**src/rtl/uart_tx_if.sv**
```systemverilog
// Byte hand-off between the RAM read-out stage (master) and uart_tx (slave).
// The producer holds tx_data_valid as a level; the transmitter answers with a one-cycle tx_data_ack.
interface uart_tx_if;
  logic [7:0] tx_data;
  logic       tx_data_valid;
  logic       tx_data_ack;

  modport master (
    output tx_data,
    output tx_data_valid,
    input  tx_data_ack
  );

  modport slave (
    input  tx_data,
    input  tx_data_valid,
    output tx_data_ack
  );
endinterface

```
**src/rtl/uart_tx.sv**
```systemverilog
// Async serial byte transmitter: start, 8 data bits LSB first, optional parity, 1-2 stop bits.
// Ack and txd/busy appear the cycle after acceptance; bytes are only taken in IDLE or on the last stop-bit edge.
module uart_tx #(
  parameter int CLKS_PER_BIT = 434,
  parameter bit PARITY_EN    = 1'b0,
  parameter bit PARITY_ODD   = 1'b0,
  parameter int STOP_BITS    = 1
) (
  input  logic        clk,
  input  logic        rst,
  uart_tx_if.slave    bus,
  output logic        txd,
  output logic        tx_busy
);

  localparam int CNT_W = $clog2(CLKS_PER_BIT);
  localparam logic [CNT_W-1:0] CNT_MAX = CNT_W'(CLKS_PER_BIT - 1);

  typedef enum logic [2:0] {
    S_IDLE,
    S_START,
    S_DATA,
    S_PARITY,
    S_STOP
  } state_t;

  state_t           state_q, state_d;
  logic [CNT_W-1:0] baud_cnt_q, baud_cnt_d;
  logic [2:0]       bit_idx_q, bit_idx_d;
  logic [7:0]       shreg_q, shreg_d;
  logic             parity_q, parity_d;
  logic             stop_idx_q, stop_idx_d;
  logic             txd_q, txd_d;
  logic             ack_q, ack_d;
  logic             busy_q, busy_d;

  logic bit_end;
  logic last_stop;
  logic accept;

  assign bit_end   = (baud_cnt_q == CNT_MAX);
  assign last_stop = (STOP_BITS < 2) ? 1'b1 : stop_idx_q;

  // The final stop-bit edge doubles as an acceptance point so back-to-back frames have no idle gap.
  assign accept = bus.tx_data_valid &&
                  ((state_q == S_IDLE) ||
                   ((state_q == S_STOP) && bit_end && last_stop));

  always_ff @(posedge clk or posedge rst) begin
    if (rst) begin
      state_q    <= S_IDLE;
      baud_cnt_q <= '0;
      bit_idx_q  <= '0;
      shreg_q    <= '0;
      parity_q   <= 1'b0;
      stop_idx_q <= 1'b0;
      txd_q      <= 1'b1;
      ack_q      <= 1'b0;
      busy_q     <= 1'b0;
    end else begin
      state_q    <= state_d;
      baud_cnt_q <= baud_cnt_d;
      bit_idx_q  <= bit_idx_d;
      shreg_q    <= shreg_d;
      parity_q   <= parity_d;
      stop_idx_q <= stop_idx_d;
      txd_q      <= txd_d;
      ack_q      <= ack_d;
      busy_q     <= busy_d;
    end
  end

  always_comb begin
    state_d = state_q;
    case (state_q)
      S_IDLE: begin
        if (bus.tx_data_valid) state_d = S_START;
      end
      S_START: begin
        if (bit_end) state_d = S_DATA;
      end
      S_DATA: begin
        if (bit_end && (bit_idx_q == 3'd7)) state_d = PARITY_EN ? S_PARITY : S_STOP;
      end
      S_PARITY: begin
        if (bit_end) state_d = S_STOP;
      end
      S_STOP: begin
        if (bit_end && last_stop) state_d = bus.tx_data_valid ? S_START : S_IDLE;
      end
      default: state_d = S_IDLE;
    endcase
  end

  always_comb begin
    baud_cnt_d = (state_q == S_IDLE || bit_end) ? '0 : baud_cnt_q + CNT_W'(1);
    bit_idx_d  = bit_idx_q;
    shreg_d    = shreg_q;
    parity_d   = parity_q;
    stop_idx_d = stop_idx_q;
    txd_d      = txd_q;
    ack_d      = accept;
    busy_d     = (state_d != S_IDLE);

    if (accept) begin
      shreg_d    = bus.tx_data;
      parity_d   = (^bus.tx_data) ^ PARITY_ODD;
      txd_d      = 1'b0;
      bit_idx_d  = 3'd0;
      stop_idx_d = 1'b0;
    end else begin
      case (state_q)
        S_IDLE: txd_d = 1'b1;
        S_START: begin
          if (bit_end) begin
            txd_d   = shreg_q[0];
            shreg_d = {1'b0, shreg_q[7:1]};
          end
        end
        S_DATA: begin
          if (bit_end) begin
            if (bit_idx_q == 3'd7) begin
              txd_d      = PARITY_EN ? parity_q : 1'b1;
              bit_idx_d  = 3'd0;
              stop_idx_d = 1'b0;
            end else begin
              txd_d     = shreg_q[0];
              shreg_d   = {1'b0, shreg_q[7:1]};
              bit_idx_d = bit_idx_q + 3'd1;
            end
          end
        end
        S_PARITY: begin
          if (bit_end) begin
            txd_d      = 1'b1;
            stop_idx_d = 1'b0;
          end
        end
        S_STOP: begin
          if (bit_end) begin
            txd_d = 1'b1;
            if (!last_stop) stop_idx_d = 1'b1;
          end
        end
        default: txd_d = 1'b1;
      endcase
    end
  end

  assign txd             = txd_q;
  assign tx_busy         = busy_q;
  assign bus.tx_data_ack = ack_q;

endmodule
```
**src/flat_wrapper.sv**
```systemverilog
// flat-port wrapper written by rule: the top's interface ports become plain ports
module uart_tx_flat 
#(
  parameter int CLKS_PER_BIT = 434,
  parameter bit PARITY_EN    = 1'b0,
  parameter bit PARITY_ODD   = 1'b0,
  parameter int STOP_BITS    = 1
)
  (clk, rst, txd, tx_busy, bus_tx_data, bus_tx_data_valid, bus_tx_data_ack);
  uart_tx_if bus_i ();
  input  logic clk;
  input  logic rst;
  output logic txd;
  output logic tx_busy;
  input wire logic [$bits(bus_i.tx_data)-1:0] bus_tx_data;
  input wire logic [$bits(bus_i.tx_data_valid)-1:0] bus_tx_data_valid;
  output wire logic [$bits(bus_i.tx_data_ack)-1:0] bus_tx_data_ack;
  assign bus_i.tx_data = bus_tx_data;
  assign bus_i.tx_data_valid = bus_tx_data_valid;
  assign bus_tx_data_ack = bus_i.tx_data_ack;
  uart_tx #(.CLKS_PER_BIT(CLKS_PER_BIT), .PARITY_EN(PARITY_EN), .PARITY_ODD(PARITY_ODD), .STOP_BITS(STOP_BITS)) u_core (.clk(clk), .rst(rst), .bus(bus_i), .txd(txd), .tx_busy(tx_busy));
endmodule
```
**config.mk**
```make
export PLATFORM = sky130hd
export DESIGN_NAME = uart_tx_flat
export DESIGN_NICKNAME = d
export VERILOG_FILES = /design/src/rtl/uart_tx_if.sv /design/src/rtl/uart_tx.sv /design/src/flat_wrapper.sv
export SDC_FILE = /design/constraint.sdc
export NUM_CORES = 1
export LEC_CHECK = 0
export CAP_MARGIN = 10
export CORE_MARGIN = 5
export CORE_UTILIZATION = 51
export DETAILED_ROUTE_END_ITERATION = 10
export PLACE_DENSITY = 0.7
export SLEW_MARGIN = 20
export SYNTH_ARGS = -nofsm -noshare
export SYNTH_HDL_FRONTEND = slang
export SYNTH_SLANG_ARGS = --single-unit
```
**constraint.sdc**
```tcl
create_clock -name clk -period 2.4 [get_ports clk]
set_input_delay 0.72 -clock clk [delete_from_list [all_inputs] [get_ports clk]]
set_output_delay 0.72 -clock clk [all_outputs]
set_load 0.05 [all_outputs]
```
==> qor.csv, run 1 <==
stage;metric;value;unit
worst_setup_path;Max FO, Critical Path;5;
logic_synthesis;average footprint of a synthesized cell;10.8;um2
floorplanning;core box area;2500;um2
worst_setup_path;standard cell with the maximum stage delay on the critical path;a2111oi_4;
layout;number of diodes added for antenna fixing;0;
drt;detailed-router iteration count before antenna repair;4;
flow_run;number of violations of the max-capacitance limit;0;
worst_setup_path;critical path's largest stage delay;0.46;ns
grt;GR Overflow Total;0;
sta;setup-violating endpoint count in the final report;0;
worst_setup_path;type of element capturing the critical path;register;
floorplanning;count of standard-cell rows;18;
placement;estimated wirelength of the detail-placed design;1.89;mm
layout;most common cell after layout, fill and taps aside;dfrtp_1;
floorplanning;Die X-Extent;61.1;um
worst_hold_path;Tightest Hold Check Type;reg2reg;
worst_setup_path;launching point of the worst reg2reg path;u_core.bit_idx_q[0]$_DFFE_PP0P_;
power_and_ir_drop;leak pwr;0.733;nW
logic_synthesis;post-synthesis cell count;124;
logic_synthesis;number of library cell types mapped by synthesis;38;
logic_synthesis;share of synthesized registers carrying an async set or reset;100;%
sta;number of slew-limit violations in the final report;0;
logic_synthesis;most common flop cell mapped by yosys;dfrtp_1;
worst_setup_path;data required time at the worst endpoint;2.62;ns
clock_network;Clock Latency Late Sink;0.33;ns
worst_setup_path;worst setup path endpoint;u_core.shreg_q[4]$_DFFE_PP0P_;
grt;number of global-route vias before repair;968;
floorplanning;die area;3740;um2
clock_network;root cell of the clock tree;clkbuf_4;
worst_setup_path;Top cell by count, worst path;ha_1;
floorplanning;vertical die dimension;61.1;um
layout;number of nets in the layout;157;
floorplanning;I/O Pins;14;
worst_setup_path;number of cells on the worst reg-to-reg path;6;
worst_setup_path;critical path depth in cells;6;
grt;largest net degree at the start of global routing;27;
sta;unrepaired setup endpoints after global routing;no;
placement;Port-buffer cells;13;
sta;final hold violation count;0;
grt;total routing usage reported by global routing;15.8;%
worst_setup_path;crit-path cells;ha_1, ha_1, or3b_4, a2111oi_4, a21oi_2, a221o_1;
worst_setup_path;worst setup path startpoint;u_core.bit_idx_q[0]$_DFFE_PP0P_;
placement;Setup WS pre-CTS;0.173;ns
layout;Finished Layout Cells;171;
sta;post-route clock skew;0.00951;ns
clock_network;CTS tree;done;
layout;Filler Cell Count;192;
clock_network;number of hold buffers added after CTS;0;
logic_synthesis;Net Count, Synth;139;
worst_setup_path;CP bufs+invs;0;
placement;final RePlAce weighted congestion;0.802;
sta;tightest slew margin relative to the limit;54.8;%
sta;maximum achievable frequency;444;MHz
logic_synthesis;register area share after synthesis;48.9;%
worst_setup_path;worst setup slack for register-to-register paths;0.15;ns
clock_network;total clock sinks;26;
drt;via density per instance;5.68;
clock_network;TritonCTS buffer count;3;
clock_network;clock buffer depth;2;
layout;fraction of layout instances using a drive strength above 1;15.6;%
logic_synthesis;cell area after technology mapping;1330;um2
clock_network;H-tree level count;1;
drt;number of nets still failing antenna checks after routing;0;
worst_setup_path;worst r2r dst;u_core.shreg_q[4]$_DFFE_PP0P_;
grt;global-route wire length before repair;4.36;mm
worst_setup_path;CP top delay family;compound AO/OA/AOI/OAI gates;
placement;DP Cell Count;167;
layout;Finished Core Util;63.0;%
logic_synthesis;number of enable-type register cells in the synthesized netlist;0;
logic_synthesis;Yosys warning count;0;
floorplanning;effective utilization at floorplan;53.4;%
sta;measured slew at the worst slew-check pin;0.674;ns
sta;final period demand of the worst path;2.25;ns
sta;Tcrit/Tclk final;93.9;%
logic_synthesis;total of flip-flops plus latches after synthesis;26;
drt;violation count after the first detailed-route iteration;28;
drt;Via Count;972;
worst_setup_path;startpoint types;register;
power_and_ir_drop;Max IR drop VDD;555;uV
sta;setup slack after layout;0.146;ns
clock_network;Worst-path clk slew;0.15;ns
power_and_ir_drop;power density of the placed cells;745;nW/um2
layout;Area Growth Syn to Fin;18.1;%
run_status;run status;finished, final reports clean;
worst_setup_path;data arrival time of the critical path;2.47;ns
drt;final wirelength;2.58;mm
drt;DRC violation count after routing;0;
sta;Setup TNS;0;ns
grt;antenna violations before repair;0;
worst_setup_path;kind of critical path;reg2reg;
layout;commonest cells after routing, fill and taps aside;dfrtp_1 (25), nor2_1 (18), clkdlybuf4s50_1 (12);
drt;routed len/inst;15.1;um
## repair_timing
item | 4_1_cts | 5_1_grt
endpoints found under the setup margin | 1 | 0
resized for setup | 1 | 0
buffers inserted | 0 | 0
## registers in the layout (all words and copies together), names as in the netlist
signal,cells
u_core.baud_cnt_q,9
u_core.shreg_q,8
u_core.bit_idx_q,3
u_core.state_q,3
u_core.bus.tx_data_ack,1
u_core.tx_busy,1
u_core.txd,1
## power breakdown
part	internal (mW)	switching, mW	total (mW)	leakage, nW
clock network	0.169	0.135	0.304	0.0279
logic	0.137	0.118	0.255	0.378
registers	0.531	0.0841	0.615	0.327
total	0.837	0.337	1.17	0.733
## per-stage QoR
| stage | power (mW) | cell area [um2] | hold WS (ns) |
|---|---|---|---|
| 2_1_floorplan | 0.799 | 1330 | 0.472 |
| 4_1_cts | 1.19 | 1580 | 0.532 |
| 5_1_grt | 1.24 | 1580 | 0.561 |
| 6_report | 1.17 | 1580 | 0.523 |
| 3_3_place_gp | 0.868 | 1520 | 0.498 |
| 3_5_place_dp | 0.881 | 1520 | 0.506 |
## metal layers
layer  GRT usage [%]  vias up  part of all wire [%]
li1                -      473                     -
met2            25.7       22                    49
met3            3.35        7                   3.6
met1            20.0      470                    45
met5               0        -                     0
met4            7.74        0                   2.6
## cell type report
type / count / area (um2) / area share, %
clock buffer: 3 / 22.5 / 1.43
timing repair buffer: 19 / 174 / 11.0
multi-input combinational: 88 / 644 / 40.9
clock inverter: 1 / 30.0 / 1.91
sequential: 26 / 652 / 41.4
inverter: 4 / 15.0 / 0.953
tap: 30 / 37.5 / 2.38
## worst min path at each step
stage                                         from                              to  slack (ns)  cells after the start
floorplan            u_core.shreg_q[7]$_DFFE_PP0P_   u_core.shreg_q[6]$_DFFE_PP0P_        0.47                      1
global placement     u_core.shreg_q[5]$_DFFE_PP0P_   u_core.shreg_q[5]$_DFFE_PP0P_        0.50                      1
detailed placement   u_core.shreg_q[6]$_DFFE_PP0P_   u_core.shreg_q[6]$_DFFE_PP0P_        0.51                      1
CTS                 u_core.baud_cnt_q[0]$_DFF_PP0_  u_core.baud_cnt_q[0]$_DFF_PP0_        0.53                      1
global route         u_core.shreg_q[5]$_DFFE_PP0P_   u_core.shreg_q[5]$_DFFE_PP0P_        0.56                      1
finish              u_core.baud_cnt_q[0]$_DFF_PP0_  u_core.baud_cnt_q[0]$_DFF_PP0_        0.52                      1
## synthesized netlist by cell type, types with 2 or more instances
master / number / share of area (%)
mux2i_1: 2 / 1.5
xnor2_1: 5 / 3.3
dfrtp_1: 25 / 47
o21ai_0: 3 / 1.1
xor2_1: 2 / 1.3
inv_1: 4 / 1.1
nand2_1: 6 / 1.7
clkbuf_1: 6 / 1.7
or2_2: 2 / 0.94
nand3_1: 4 / 1.5
or3_1: 3 / 1.4
and2_1: 2 / 0.94
o221a_2: 2 / 1.7
nor2_1: 18 / 5.1
a21oi_1: 2 / 0.75
ha_1: 4 / 3.8
nand3b_1: 2 / 1.1
and3_1: 7 / 3.3
a221o_1: 6 / 4.5
## cell families (layout without fill, tap and decap cells)
kind of cell	count (synthesis)	count (layout)	synth area share [%]
AND/OR/NAND/NOR	53	53	23.5
flip-flops	26	26	48.9
AO/OA/AOI/OAI	21	21	14.1
buffers and inverters	10	27	2.81
XOR/XNOR	7	7	4.60
adder cells (fa/ha/maj)	4	4	3.75
multiplexers	3	3	2.35
(Power assumes the default switching activity.)
==> run 2, diff against run 1 <==
- CORE_ASPECT_RATIO: not set -> 1.2
- CTS_BUF_LIST: not set -> sky130_fd_sc_hd__clkbuf_4
==> run 2 against run 1 <==
Compared with the run above:
- final area shrank 1.4%
- hold slack gained 0.0064 ns
- clock power shrank 34%
- critical path type unchanged
- largest cell class unchanged
==> qor.csv, run 2 (synthesis results as in run 1) <==
stage;metric;value;unit;change
power_and_ir_drop;Max IR drop VDD;521;uV;-6.1%
floorplanning;vertical die dimension;66.0;um;+8.0%
drt;routed len/inst;14.0;um;-7.2%
grt;total routing usage reported by global routing;14.6;%;-1.3 points
worst_setup_path;launching point of the worst reg2reg path;u_core.bit_idx_q[0]$_DFFE_PP0P_;;
sta;measured slew at the worst slew-check pin;0.649;ns;-0.0248 ns
floorplanning;count of standard-cell rows;20;;+2
layout;Finished Layout Cells;173;;+1.2%
worst_hold_path;Tightest Hold Check Type;reg2reg;;
power_and_ir_drop;power density of the placed cells;687;nW/um2;-7.8%
grt;number of global-route vias before repair;977;;+0.93%
worst_hold_path;cell count of the worst hold path;1;;unchanged
clock_network;root cell of the clock tree;clkbuf_4;;
layout;Reg with most FFs;u_core.baud_cnt_q;;
layout;fraction of layout instances using a drive strength above 1;15.0;%;-0.60 points
sta;Tcrit/Tclk final;93.3;%;-0.68 points
sta;maximum achievable frequency;447;MHz;+0.73%
worst_setup_path;data arrival time of the critical path;2.45;ns;-0.02 ns
power_and_ir_drop;leak pwr;0.728;nW;-0.67%
sta;final period demand of the worst path;2.24;ns;-0.0163 ns
worst_hold_path;start point of the worst min-delay path;u_core.baud_cnt_q[0]$_DFF_PP0_;;
clock_network;TritonCTS buffer count;3;;unchanged
drt;number of nets still failing antenna checks after routing;0;;unchanged
clock_network;number of hold buffers added after CTS;0;;unchanged
floorplanning;die area;3740;um2;+0.11%
worst_setup_path;worst setup path startpoint;u_core.bit_idx_q[0]$_DFFE_PP0P_;;
drt;via density per instance;5.62;;-1.1%
layout;number of nets in the layout;156;;-0.64%
floorplanning;effective utilization at floorplan;52.8;%;-0.58 points
clock_network;CTS tree;done;;
clock_network;total setup buffers inserted after CTS;0;;unchanged
sta;Setup TNS;0;ns;unchanged
floorplanning;I/O Pins;14;;unchanged
clock_network;clock buffer depth;2;;unchanged
sta;final hold violation count;0;;unchanged
layout;Area Growth Syn to Fin;16.4;%;
layout;commonest cells after routing, fill and taps aside;dfrtp_1 (25), nor2_1 (18), clkdlybuf4s50_1 (12);;
layout;number of diodes added for antenna fixing;0;;unchanged
floorplanning;Die X-Extent;56.7;um;-7.3%
clock_network;total clock sinks;26;;unchanged
worst_setup_path;startpoint types;register;;
run_status;run status;finished, final reports clean;;
layout;max FFs per register;9;;unchanged
sta;tightest slew margin relative to the limit;56.5;%;+1.7 points
grt;antenna violations before repair;0;;unchanged
grt;global-route wire length before repair;4.24;mm;-2.8%
worst_setup_path;number of cells on the worst reg-to-reg path;7;;+1
placement;estimated wirelength of the detail-placed design;1.78;mm;-6.0%
placement;Port-buffer cells;13;;unchanged
layout;most common cell after layout, fill and taps aside;dfrtp_1;;
worst_setup_path;kind of critical path;reg2reg;;
sta;post-route clock skew;0.00214;ns;-0.00737 ns
drt;final wirelength;2.43;mm;-6.1%
drt;Via Count;973;;+0.10%
drt;DRC violation count after routing;0;;unchanged
clock_network;H-tree level count;1;;unchanged
floorplanning;core box area;2530;um2;+1.1%
grt;largest net degree at the start of global routing;27;;unchanged
clock_network;Clock Latency Late Sink;0.31;ns;-0.02 ns
worst_setup_path;Max FO, Critical Path;4;;-1
worst_setup_path;type of element capturing the critical path;register;;
sta;unrepaired setup endpoints after global routing;no;;
worst_setup_path;data required time at the worst endpoint;2.62;ns;about the same
placement;DP Cell Count;169;;+1.2%
drt;detailed-router iteration count before antenna repair;4;;unchanged
grt;GR Overflow Total;0;;unchanged
placement;final RePlAce weighted congestion;0.739;;-7.8%
clock_network;Worst-path clk slew;0.13;ns;-0.02 ns
layout;Filler Cell Count;221;;+15%
sta;setup-violating endpoint count in the final report;0;;unchanged
layout;top flop regs;u_core.baud_cnt_q: 9 flops, u_core.shreg_q: 8 flops;;
drt;violation count after the first detailed-route iteration;34;;+21%
flow_run;number of violations of the max-capacitance limit;0;;unchanged
clock_network;post-CTS resize count;0;;-1
sta;number of slew-limit violations in the final report;0;;unchanged
run 2: cell count changes in the layout (fill, tap and decap cells not counted):
cell	before	now
buf_4	6	5
bufinv_16	1	0
dlygate4sd2_1	1	0
clkbuf_4	3	4
dlymetal6s2s_1	0	1
run 2: where the power goes:
part           internal (mW)  total (mW)  switching (mW)
logic                  0.139       0.254           0.115
registers              0.531       0.612          0.0818
clock network         0.0762       0.200           0.124
run 2: stage by stage:
stage / hold slack, ns / worst slack, ns / power (mW) / utilization (%) / area (um2)
after floorplan: 0.472 / 0.219 / 0.799 / - / 1330
after global placement: 0.492 / 0.189 / 0.865 / 60.1 / 1520
after detailed placement: 0.503 / 0.156 / 0.879 / 60.1 / 1520
after CTS: 0.536 / 0.000253 / 1.08 / 61.3 / 1550
after global routing: 0.558 / 0.0764 / 1.14 / 61.4 / 1550
final: 0.529 / 0.162 / 1.07 / 61.4 / 1550
run 2: path summary, 6_finish.rpt:
| path | to | slack, ns |
|---|---|---|
| worst max register to register | u_core.shreg_q[7]$_DFFE_PP0P_ | 0.16 |
| worst max-delay path | u_core.shreg_q[7]$_DFFE_PP0P_ | 0.16 |
| worst min-delay path | u_core.baud_cnt_q[0]$_DFF_PP0_ | 0.53 |
| worst min register to register | u_core.baud_cnt_q[0]$_DFF_PP0_ | 0.53 |
| max in group asynchronous | u_core.txd$_DFFE_PP1P_ | 1.36 |
| min in group asynchronous | u_core.baud_cnt_q[0]$_DFF_PP0_ | 0.74 |
run 2: layout make-up:
class,instances,area [um2],area share (%)
flip-flops and latches,26,652,42.0
clock buffers,4,30.0,1.93
well taps,33,41.3,2.66
multi-input cells,88,644,41.5
repair buffers,18,170,11.0
inverters,4,15.0,0.967
run 2: worst max-delay path, stage by stage, from the launching register on:
cell	delay (ns)
dfrtp_1	0.42
ha_1	0.21
ha_1	0.21
or3b_4	0.40
a2111oi_4	0.42
buf_4	0.19
nor2b_1	0.04
mux2_2	0.25
run 2: metal layers:
metal  up-vias  GRT usage [%]  part of all wire, %
li1        473              -                    -
met1       484           18.3                   46
met2        14           24.3                   50
met3         2           2.54                  2.7
met4         0           6.53                 0.78
met5         -              0                    0
==> run 3, diff against run 2 <==
- ABC_AREA: not set -> 1
- PLACE_DENSITY: 0.7 -> 0.69
==> run 3 against run 2 <==
Compared with the run above:
- synthesized area grew 9.7%
- clock skew is 0.0021 ns higher
- total power decreased by 39%
- die area rose by 8.0%
- sequential share of layout area is 2.7 points lower
- final cell count is 34% higher
- maximum frequency grew 1.9%
- highest routed layer unchanged
==> qor.csv, run 3 <==
stage;metric;value;unit;change
placement;final RePlAce weighted congestion;0.787;;+6.5%
logic_synthesis;synth cell count leaders;nand2_1 (44), inv_1 (27), dfrtp_1 (25);;
clock_network;total setup buffers inserted after CTS;0;;unchanged
worst_setup_path;launching point of the worst reg2reg path;u_core.baud_cnt_q[0]$_DFF_PP0_;;
drt;routed len/inst;12.0;um;-14%
logic_synthesis;average footprint of a synthesized cell;8.13;um2;-24%
worst_hold_path;start point of the worst min-delay path;u_core.shreg_q[3]$_DFFE_PP0P_;;
drt;detailed-router iteration count before antenna repair;4;;unchanged
power_and_ir_drop;Comb pwr share;4.1;%;-20 points
worst_setup_path;Max FO, Critical Path;1;;-3
logic_synthesis;post-synthesis cell count;180;;+45%
drt;top metal layer carrying routed signals;met4;;
floorplanning;I/O Pins;14;;unchanged
clock_network;Worst-path clk slew;0.14;ns;about the same
layout;fraction of layout instances using a drive strength above 1;12.2;%;-2.8 points
power_and_ir_drop;clock group share of total power;28.6;%;+9.9 points
logic_synthesis;most common flop cell mapped by yosys;dfrtp_1;;
sta;number of slew-limit violations in the final report;0;;unchanged
worst_setup_path;data required time at the worst endpoint;1.68;ns;-0.94 ns
drt;number of nets still failing antenna checks after routing;0;;unchanged
grt;global-route wire length before repair;4.94;mm;+17%
layout;most common cell after layout, fill and taps aside;nand2_1;;
layout;Finished Layout Cells;231;;+34%
layout;commonest cells after routing, fill and taps aside;nand2_1 (44), inv_1 (27), dfrtp_1 (25);;
sta;setup slack after layout;0.203;ns;+0.0410 ns
placement;DP Cell Count;227;;+34%
clock_network;H-tree level count;1;;unchanged
logic_synthesis;portion of synthesized cell area occupied by the leading cell type;42.8;%;-4.1 points
drt;via density per instance;5.13;;-8.9%
power_and_ir_drop;Flop pwr share;67.2;%;+9.8 points
logic_synthesis;Synth area leaders;dfrtp_1 (43%), nand2_1 (11%), inv_1 (6.9%);;
worst_setup_path;CP bufs+invs;1;;unchanged
sta;Tcrit/Tclk final;91.5;%;-1.7 points
power_and_ir_drop;cell internal power dissipation;0.515;mW;-31%
drt;violation count after the first detailed-route iteration;60;;+76%
run_status;run status;finished, final reports clean;;
power_and_ir_drop;switching power summed over all nets;0.137;mW;-57%
floorplanning;vertical die dimension;68.7;um;+4.0%
clock_network;Clock Latency Late Sink;0.31;ns;about the same
clock_network;TritonCTS buffer count;3;;unchanged
sta;tightest slew margin relative to the limit;66.6;%;+10 points
grt;number of global-route vias before repair;1181;;+21%
worst_hold_path;Tightest Hold Check Type;reg2reg;;
power_and_ir_drop;leak pwr;0.878;nW;+21%
drt;routed wire length on met3;54;um;-17%
logic_synthesis;share of synthesized registers carrying an async set or reset;100;%;unchanged
grt;GR Overflow Total;0;;unchanged
logic_synthesis;number of library cell types mapped by synthesis;27;;-29%
worst_setup_path;crit-path cells;clkdlybuf4s50_1;;
sta;final hold violation count;0;;unchanged
sta;post-route clock skew;0.00426;ns;+0.00212 ns
sta;Setup TNS;0;ns;unchanged
flow_run;number of violations of the max-capacitance limit;0;;unchanged
layout;Reg with most FFs;u_core.baud_cnt_q;;
drt;WL met2;1.43;mm;+17%
power_and_ir_drop;power density of the placed cells;393;nW/um2;-43%
floorplanning;die area;4040;um2;+8.0%
power_and_ir_drop;overall power;0.652;mW;-39%
floorplanning;effective utilization at floorplan;52.5;%;-0.26 points
worst_setup_path;data arrival time of the critical path;1.48;ns;-0.97 ns
power_and_ir_drop;Max IR drop VDD;394;uV;-24%
layout;number of diodes added for antenna fixing;0;;unchanged
clock_network;CTS tree;done;;
sta;final period demand of the worst path;2.20;ns;-0.0410 ns
drt;length of routed wiring on met1;1.25;mm;+12%
logic_synthesis;total of flip-flops plus latches after synthesis;26;;unchanged
layout;top flop regs;u_core.baud_cnt_q: 9 flops, u_core.shreg_q: 8 flops;;
logic_synthesis;cell area after technology mapping;1460;um2;+9.7%
worst_setup_path;worst setup path startpoint;u_core.tx_busy$_DFF_PP0_;;
grt;total routing usage reported by global routing;15.7;%;+1.1 points
grt;largest net degree at the start of global routing;27;;unchanged
floorplanning;Die X-Extent;58.9;um;+3.9%
worst_setup_path;startpoint types;register;;
placement;Setup WS pre-CTS;0.376;ns;+0.220 ns
worst_setup_path;standard cell with the maximum stage delay on the critical path;clkdlybuf4s50_1;;
clock_network;total clock sinks;26;;unchanged
grt;antenna violations before repair;0;;unchanged
layout;number of nets in the layout;213;;+37%
layout;Finished Core Util;59.6;%;-1.8 points
sta;setup-violating endpoint count in the final report;0;;unchanged
logic_synthesis;register area share after synthesis;44.6;%;-4.3 points
clock_network;root cell of the clock tree;clkbuf_4;;
worst_setup_path;CP top delay family;buffers and inverters;;
sta;maximum achievable frequency;455;MHz;+1.9%
worst_setup_path;critical path's largest stage delay;0.80;ns;+0.38 ns
worst_setup_path;kind of critical path;reg2out;;
drt;final wirelength;2.78;mm;+15%
logic_synthesis;Net Count, Synth;195;;+40%
clock_network;clock buffer depth;2;;unchanged
logic_synthesis;most frequently used cell type in the post-synthesis netlist;nand2_1;;
logic_synthesis;cell type with the highest aggregate area in the netlist;dfrtp_1;;
floorplanning;core box area;2790;um2;+10%
logic_synthesis;Yosys warning count;0;;unchanged
layout;max FFs per register;9;;unchanged
worst_setup_path;type of element capturing the critical path;output port;;
sta;measured slew at the worst slew-check pin;0.500;ns;-0.149 ns
power_and_ir_drop;switch share;21.0;%;-9.1 points
placement;estimated wirelength of the detail-placed design;2.17;mm;+22%
logic_synthesis;number of enable-type register cells in the synthesized netlist;0;;unchanged
layout;Filler Cell Count;272;;+23%
layout;Area Growth Syn to Fin;13.5;%;
placement;Port-buffer cells;13;;unchanged
sta;unrepaired setup endpoints after global routing;no;;
drt;Via Count;1184;;+22%
drt;DRC violation count after routing;0;;unchanged
floorplanning;count of standard-cell rows;21;;+5.0%
-- run 3: cell types whose count changed after synthesis, moves of 5 or more --
| cell | change |
|---|---|
| and3_1 | -7 |
| nand3_1 | +15 |
| clkbuf_1 | -6 |
| nand2_1 | +38 |
| a221o_1 | -6 |
| inv_1 | +23 |
| nand4_1 | +5 |
-- run 3: worst paths after layout --
check                                           endpoint  slack (ns)  depth (start not counted)
min in group asynchronous  u_core.shreg_q[0]$_DFFE_PP0P_        0.74                          3
max in group asynchronous         u_core.txd$_DFFE_PP1P_        1.37                          3
min                        u_core.shreg_q[3]$_DFFE_PP0P_        0.50                          2
max                                              tx_busy        0.20                          1
max reg2reg                u_core.shreg_q[0]$_DFFE_PP0P_        0.75                          9
min reg2reg                u_core.shreg_q[3]$_DFFE_PP0P_        0.50                          2
-- run 3: final cells by class --
class	count	area [um2]	area share [%]
Inverter	29	109	6.56
Sequential cell	26	652	39.3
Multi-Input combinational cell	124	691	41.6
Timing Repair Buffer	14	140	8.44
Tap cell	34	42.5	2.56
Clock buffer	3	22.5	1.36
Clock inverter	1	3.75	0.226
-- run 3: power by group through the flow --
stage | clock, mW | sequential (mW) | combinational, mW
final | 0.187 | 0.438 | 0.0270
after floorplan | 0 | 0.446 | 0.00786
after global placement | 0 | 0.446 | 0.0273
after CTS | 0.198 | 0.438 | 0.0279
after detailed placement | 0 | 0.446 | 0.0279
after global routing | 0.210 | 0.438 | 0.0297
-- run 3: per-layer routing --
layer,vias to the layer above,GRT usage [%]
li1,610,-
met1,553,18.9
met5,-,0
met2,17,28.0
met4,0,5.67
met3,4,2.42
-- run 3: cells by family (layout without fill, tap and decap cells) --
group                    after synthesis  after routing  share of synthesized area (%)
buffers and inverters                 30             47                           8.21
flip-flops                            26             26                           44.6
AND/OR/NAND/NOR                      109            109                           38.8
AO/OA/AOI/OAI                         10             10                           4.36
adder cells (fa/ha/maj)                4              4                           3.42
XOR/XNOR                               1              1                          0.599
-- run 3: what timing repair did --
item / CTS / global route
setup endpoints to repair: 0 / 1
resized for setup: 0 / 1
hold buffers: 0 / 0
-- run 3: stage by stage --
step | area [um2] | hold slack, ns
2_1_floorplan | 1460 | 0.442
3_3_place_gp | 1630 | 0.460
3_5_place_dp | 1630 | 0.467
4_1_cts | 1660 | 0.501
5_1_grt | 1660 | 0.543
6_report | 1660 | 0.498
-- run 3: worst register-to-register path, cell delays in order, from the launching register on --
cell	delay, ns
dfrtp_1	0.43
ha_1	0.21
nand2_1	0.08
nor2_1	0.05
nand2_2	0.25
nand2_4	0.12
nand2_4	0.15
inv_1	0.11
nand2_1	0.08
nand3_1	0.07
